## config.mk

```make
export PLATFORM = sky130hd
export DESIGN_NAME = pmc_ac_loader
export DESIGN_NICKNAME = d
export VERILOG_FILES = /design/src/rtl/pmc_ac_loader.sv
export SDC_FILE = /design/constraint.sdc
export NUM_CORES = 1
export LEC_CHECK = 0
export CAP_MARGIN = 20
export CORE_AREA = 2 2 149 93
export DETAILED_ROUTE_END_ITERATION = 8
export DIE_AREA = 0 0 151 95
export GPL_TIMING_DRIVEN = 0
export PLACE_DENSITY = 0.8
export SYNTH_ARGS = -nofsm -noshare
export SYNTH_HDL_FRONTEND = slang
export SYNTH_SLANG_ARGS = --single-unit
export TNS_END_PERCENT = 1
```

## constraint.sdc

```tcl
create_clock -name clk -period 3.5 [get_ports clk]
set_clock_uncertainty 0.15 [all_clocks]
set_input_delay 0.525 -clock clk [delete_from_list [all_inputs] [get_ports clk]]
set_output_delay 0.525 -clock clk [all_outputs]
set_load 0.005 [all_outputs]
```

## src/rtl/pmc_ac_loader.sv

```systemverilog
// Analog configuration chain loader: captures a configuration word, shifts it
// MSB-first on a divided serial clock, then strobes the chain latch.
module pmc_ac_loader #(
  parameter int DATA_W       = 128,
  parameter int CLK_DIV      = 4,
  parameter int LATCH_CYCLES = 2
) (
  input  logic              clk,
  input  logic              rst_n,
  input  logic              start,
  input  logic              abort,
  input  logic [DATA_W-1:0] conf_in,
  output logic              sclk,
  output logic              sdata,
  output logic              latch,
  output logic              busy,
  output logic              done
);

  localparam int BIT_W = $clog2(DATA_W);
  localparam int DIV_W = $clog2(2 * CLK_DIV);
  localparam int LAT_W = $clog2(LATCH_CYCLES + 1);

  typedef enum logic [1:0] {
    ST_IDLE,
    ST_SHIFT,
    ST_LATCH,
    ST_DONE
  } state_t;

  state_t            state, state_n;
  logic [DATA_W-1:0] shadow, shadow_n;
  logic [BIT_W-1:0]  bit_cnt, bit_cnt_n;
  logic [DIV_W-1:0]  div_cnt, div_cnt_n;
  logic [LAT_W-1:0]  lat_cnt, lat_cnt_n;

  always_comb begin
    state_n   = state;
    shadow_n  = shadow;
    bit_cnt_n = bit_cnt;
    div_cnt_n = div_cnt;
    lat_cnt_n = lat_cnt;
    if (state != ST_IDLE && abort) begin
      state_n   = ST_IDLE;
      div_cnt_n = '0;
      lat_cnt_n = '0;
    end else begin
      unique case (state)
        ST_IDLE: begin
          if (start && !abort) begin
            shadow_n  = conf_in;
            bit_cnt_n = BIT_W'(DATA_W - 1);
            div_cnt_n = '0;
            state_n   = ST_SHIFT;
          end
        end
        ST_SHIFT: begin
          // End of the high phase: advance to the next bit or leave after bit 0.
          if (div_cnt == DIV_W'(2 * CLK_DIV - 1)) begin
            div_cnt_n = '0;
            shadow_n  = {shadow[DATA_W-2:0], 1'b0};
            if (bit_cnt == '0) begin
              state_n   = ST_LATCH;
              lat_cnt_n = '0;
            end else begin
              bit_cnt_n = bit_cnt - 1'b1;
            end
          end else begin
            div_cnt_n = div_cnt + 1'b1;
          end
        end
        ST_LATCH: begin
          if (lat_cnt == LAT_W'(LATCH_CYCLES - 1)) begin
            lat_cnt_n = '0;
            state_n   = ST_DONE;
          end else begin
            lat_cnt_n = lat_cnt + 1'b1;
          end
        end
        ST_DONE: state_n = ST_IDLE;
        default: state_n = ST_IDLE;
      endcase
    end
  end

  // Outputs are registered from the next-state decode so they are glitch-free
  // and aligned with the state they describe.
  always_ff @(posedge clk or negedge rst_n) begin
    if (!rst_n) begin
      state   <= ST_IDLE;
      shadow  <= '0;
      bit_cnt <= '0;
      div_cnt <= '0;
      lat_cnt <= '0;
      sclk    <= 1'b0;
      sdata   <= 1'b0;
      latch   <= 1'b0;
      busy    <= 1'b0;
      done    <= 1'b0;
    end else begin
      state   <= state_n;
      shadow  <= shadow_n;
      bit_cnt <= bit_cnt_n;
      div_cnt <= div_cnt_n;
      lat_cnt <= lat_cnt_n;
      sclk    <= (state_n == ST_SHIFT) && (div_cnt_n >= DIV_W'(CLK_DIV));
      sdata   <= (state_n == ST_SHIFT) && shadow_n[DATA_W-1];
      latch   <= (state_n == ST_LATCH);
      busy    <= (state_n != ST_IDLE);
      done    <= (state_n == ST_DONE);
    end
  end

endmodule

```

After elaboration in Yosys (flattened, before gate mapping):

Index checks and enable logic that the tools add are counted.

* add/subtract/negate cells: 3
* multiply operators: 0
* divide/modulo/power cells: 0
* $lt $le $gt $ge: 1
* equality and inequality tests: 13
* shift operators: 0
* multiplexer cells: 23
* bitwise logic cells: 1
* reduce and logical (&&, ||, !) cells: 14

Operator list (number)
* $mux 128: 3
* $pmux 128 s2: 1
* $mux 7: 3
* $mux 2: 9
* $pmux 7 s2: 1
* $mux 3: 3
* $eq 2x2->1 const B: 4
* $pmux 2 s4: 1
* $logic_not 7->1: 1
* $sub 7x1->7 const B: 1
* $eq 2x1->1 const B: 3
* $ne 2x2->1 const B: 3
* $ne 3x3->1 const B: 2
* $pmux 3 s2: 1
* $reduce_bool 2->1: 3
* $reduce_and 5->1: 1
* $logic_and 1x1->1: 4
* $pmux 2 s2: 1
* $reduce_and 4->1: 1
* $add 3x1->3 const B: 1
* $eq 3x3->1 const B: 1
* $ge 3x3->1 const B: 1
* $reduce_and 3->1: 1
* $reduce_bool 3->1: 1
* 4 further kinds: 4

* flip-flop bits (word level): 147
* bits in latches: 0
* memory bits (writable): 0
* bits in read-only memories: 0
* input bits: 132
* output and inout port bits: 5
* word-level logic and storage cells: 66
* memories kept: 0

Depth between registers and ports, before layout:

* word-level depth: 7
* gate-level depth with buffers: 8
* mapped depth without buffers: 6

Least setup slack after synthesis:

No wires, ideal clock.

* kind: reg-to-reg
* from: register div_cnt[0]
* to: register shadow[17]
* library setup time: 0.072 ns
* arrival: 1.665 ns
* data required time: 3.278 ns
* slack: 1.613 ns
* stages on the path, launching flop included: 9
* buffers on the path: 2
* period minus slack after synthesis: 1.887 ns
* cell sequence: dfrtp_1 > ha_1 > ha_1 > mux2i_1 > nand2b_1 > buf_4 > buf_4 > a221oi_1 > nor2_1

* word-level cells in the longest chain between the ends: 3

RTL lines
* from (decl): RTL line 34 `logic [DIV_W-1:0] div_cnt, div_cnt_n;`
* from (signal assigned): RTL line 104 `div_cnt <= div_cnt_n;`
* $eq 3x3->1: RTL line 59 `if (div_cnt == DIV_W'(2 * CLK_DIV - 1)) begin`
* $ne 2x2->1 (no source line)
* $reduce_and 4->1 (no source line)
* to (signal assigned): RTL line 102 `shadow <= shadow_n;`
* to (decl): RTL line 32 `logic [DATA_W-1:0] shadow, shadow_n;`

Every way passes these cells.
A chain may end at the register's enable or synchronous reset.

Worst setup path after layout:

* from: register div_cnt[0]
* to: register shadow[79]

The elaborated chain is that of the path after synthesis.

==> impl_metrics.toml <==
[sta]
finalCritPeriodShare = 0.6864
hold_viol = 0
slew_viol_final = 0
fin_tns_setup_ns = 0
setup_viol = 0
timing.slew.headroom = 0.5591
fmax_mhz = 416.3
rsz0062_at_grt = "false"
worstMarginPinSlew_ns = 0.6613
fin_crit_ns = 2.402

[routing]
vias = 6015
drc_errors = 0
dr.pass1.iters = 7
dr.first_iter.drc_count = 352
wl_per_cell_um = 17.70
drtAntennaViolNets = 0
avgViaCountPerCell = 5.914
wl_um = 18000

[layout]
nNetsFinal = 965
final_cell_area_um2 = 8891
syn2layout_area_growth_pct = 34.02
drive_gt1_frac = 0.1093
diodes = 0

[pwr]
irDropWorstVdd_mv = 0.2646
power.density_nw_per_um2 = 538.5
power_leakage_nw = 3.838

[critical_path]
critPathCaptureType = "flip-flop"
rr_endpoint = "shadow[79]"
worstSetupStartpoint = "div_cnt[0]"
required_ns = 3.69
r2r-start = "div_cnt[0]"
worstSetupPathType = "flip-flop to flip-flop"
crit_end = "shadow[79]"
worstPathArrival_ns = 2.59
path_max_fanout = 10
start_kind = "flip-flop"
rr_worst_depth = 8
reg2reg_slack_ns = 1.10

[logic_synthesis]
synth.largest_area_cell = "dfrtp_1"
synth_top_family_by_area = "compound AO/OA/AOI/OAI gates"
synthMuxAreaShare = 0.01056
ys_top_cells_by_area = "dfrtp_1 55%, a221oi_1 17%, nor2_1 15%"
syn_nets = 808
ys.warnings.count = 0
yosys.area_share.xor_xnor = 0
synth.avg_cell_area_um2 = 9.857
ys_seq_elements = 147
synth-simple-area-share = 0.1850
seq_area_frac_synth = 0.5545
ys_types = 36
synthAdderAreaFrac = 0.005658
netlist.area_leader.share = 0.5545
syn_inst = 673
synth_area_um2 = 6634
synth_compound_area_frac = 0.1901

[place]
placed_area_um2 = 8243
portBuffers = 136
hpwl_um = 12340
gp_congestion = 0.8800

[clocking]
numCtsBuffers = 17
cts-root-buf = "clkbuf_16"
cts_sinks = 147
clk_pin_slew_ns = 0.07
clock_latency_ns = 0.41
cts-resized-gates = 0
clockBufferDepth = 2
cts_tree = "yes"
cts_max_level = 4

[floorplanning]
core_area_um2 = 13130
fp.dieW_um = 151
fp-row-count = 33
start_util = 0.5052
io_pins = 137
dieArea_um2 = 14350
die_h_um = 95

[global_route]
grt_max_degree = 79
antenna_found_initial = 0
grt-ovfl-total = 0
grt_pass1_vias = 5844
grt_pass1_wl_um = 29080
groute.usage.overall = 0.2596

[flow_run]
maxCapViolCount = 0

[worst_hold_path]
min_path_type = "flip-flop to flip-flop"

[run_status]
status = "finished, final reports clean"
## kinds of logic after synthesis
logic type,count (synthesis)
AOI/OAI and AO/OA,153
muxes,7
and+or+nand+nor,298
DFF,147
buffers and inverters,65
adders and majority gates,3
## worst max-delay path, cell delays in order (launching register included)
cell	delay, ns
dfrtp_1	0.39
ha_1	0.17
ha_1	0.28
mux2i_1	0.18
nor3_4	0.32
buf_2	0.33
buf_2	0.28
nor2_1	0.08
nor2_1	0.14
## cell type report
cell class                      instances  area (um2)
Clock inverter                         13       198.9
Sequential cell                       147        3679
Timing Repair Buffer                  138        1400
Tap cell                              175       219.0
Buffer                                 61       344.1
Clock buffer                           18       439.2
Fill cell                             987        4239
Multi-Input combinational cell        461        2596
Inverter                                4       15.01
## worst min path at each step
stage,from,to,slack [ns],cells past startpoint
global placement,shadow[127],shadow[127],0.30,2
global route,shadow[127],shadow[127],0.38,2
floorplan,rst_n,bit_cnt[0],0.08,0
detailed placement,shadow[127],shadow[127],0.31,2
CTS,shadow[127],shadow[127],0.33,2
finish,shadow[127],shadow[127],0.33,2
## layout by cell type (no fill, tap or decap), types with 2 or more instances in the layout
cell type        Yosys  routed
nor3b_1              2       2
nand3_1              2       2
clkinv_4             0       2
mux2i_1              7       7
buf_4               14      14
o21ai_0              6       6
nand4b_1             2       2
a21oi_1             14      14
nor2_1             261     261
nor2b_1              9       9
inv_6                0       4
nand2b_1             2       2
ha_1                 3       3
a221oi_1           126     126
clkbuf_16            0      17
nor4b_1              2       2
nand2_1              6       6
clkbuf_1             7       7
nor3_1               3       3
clkdlybuf4s50_1      0     135
clkinvlp_4           0       2
buf_6                2       3
bufinv_16            0       4
buf_2               38      38
inv_1                4       4
dfrtp_1            147     147
## synth_stat cells, drive strengths merged
cell / instances
a22o: 1
and4: 1
nor4b: 2
a31o: 1
or3: 1
nor2b: 9
dfrtp: 147
buf: 54
nand2b: 2
and4bb: 1
a21o: 1
mux2i: 7
nand4: 1
a32oi: 1
nand2: 6
a221oi: 126
nor3: 4
or2: 1
a2bb2oi: 1
a22oi: 1
nor2: 261
and3: 1
inv: 4
o21ai: 6
nor3b: 3
and2: 1
ha: 3
clkbuf: 7
o21a: 1
nand4b: 2
a21oi: 14
nand3: 2
## report_power, final
group	internal, mW	switching (mW)	leakage (nW)
logic	0.340	0.324	1.79
registers	1.97	0.164	1.74
clock network	1.23	0.762	0.306
total	3.54	1.25	3.84
## routing by layer
layer | vias up | global-route usage | part of all wire | wire length [um]
met3 | 22 | 0.05266 | 0.083 | 1498
li1 | 2749 | - | - | -
met2 | 281 | 0.4000 | 0.46 | 8319
met4 | 0 | 0.07321 | 0.012 | 209
met1 | 2963 | 0.3754 | 0.44 | 7976
met5 | - | 0 | 0 | 0
## flip-flops by register name (all words and copies together) (netlist names), 2 cells and up
| signal | cells |
|---|---|
| shadow | 128 |
| state | 2 |
| div_cnt | 3 |
| bit_cnt | 7 |
| lat_cnt | 2 |
## per-stage QoR
step,std cells,worst slack (ns),hold slack (ns),total power [mW],util
after CTS,1017,1.104,0.3273,4.800,0.6771
final,1017,1.098,0.3325,4.788,0.6771
after global routing,1017,0.9522,0.3780,5.004,0.6771
after global placement,984,-3.962,0.3043,2.759,0.6256
after floorplan,673,1.613,0.07941,2.487,-
after detailed placement,985,0.8813,0.3090,2.820,0.6278
## repair_timing
item	CTS	global route
endpoints found under the setup margin	0	0
hold endpoints to repair	37	0
hold buffers	1	0
setup buffers	0	0
No activity file was read; power rests on OpenSTA's default activity.
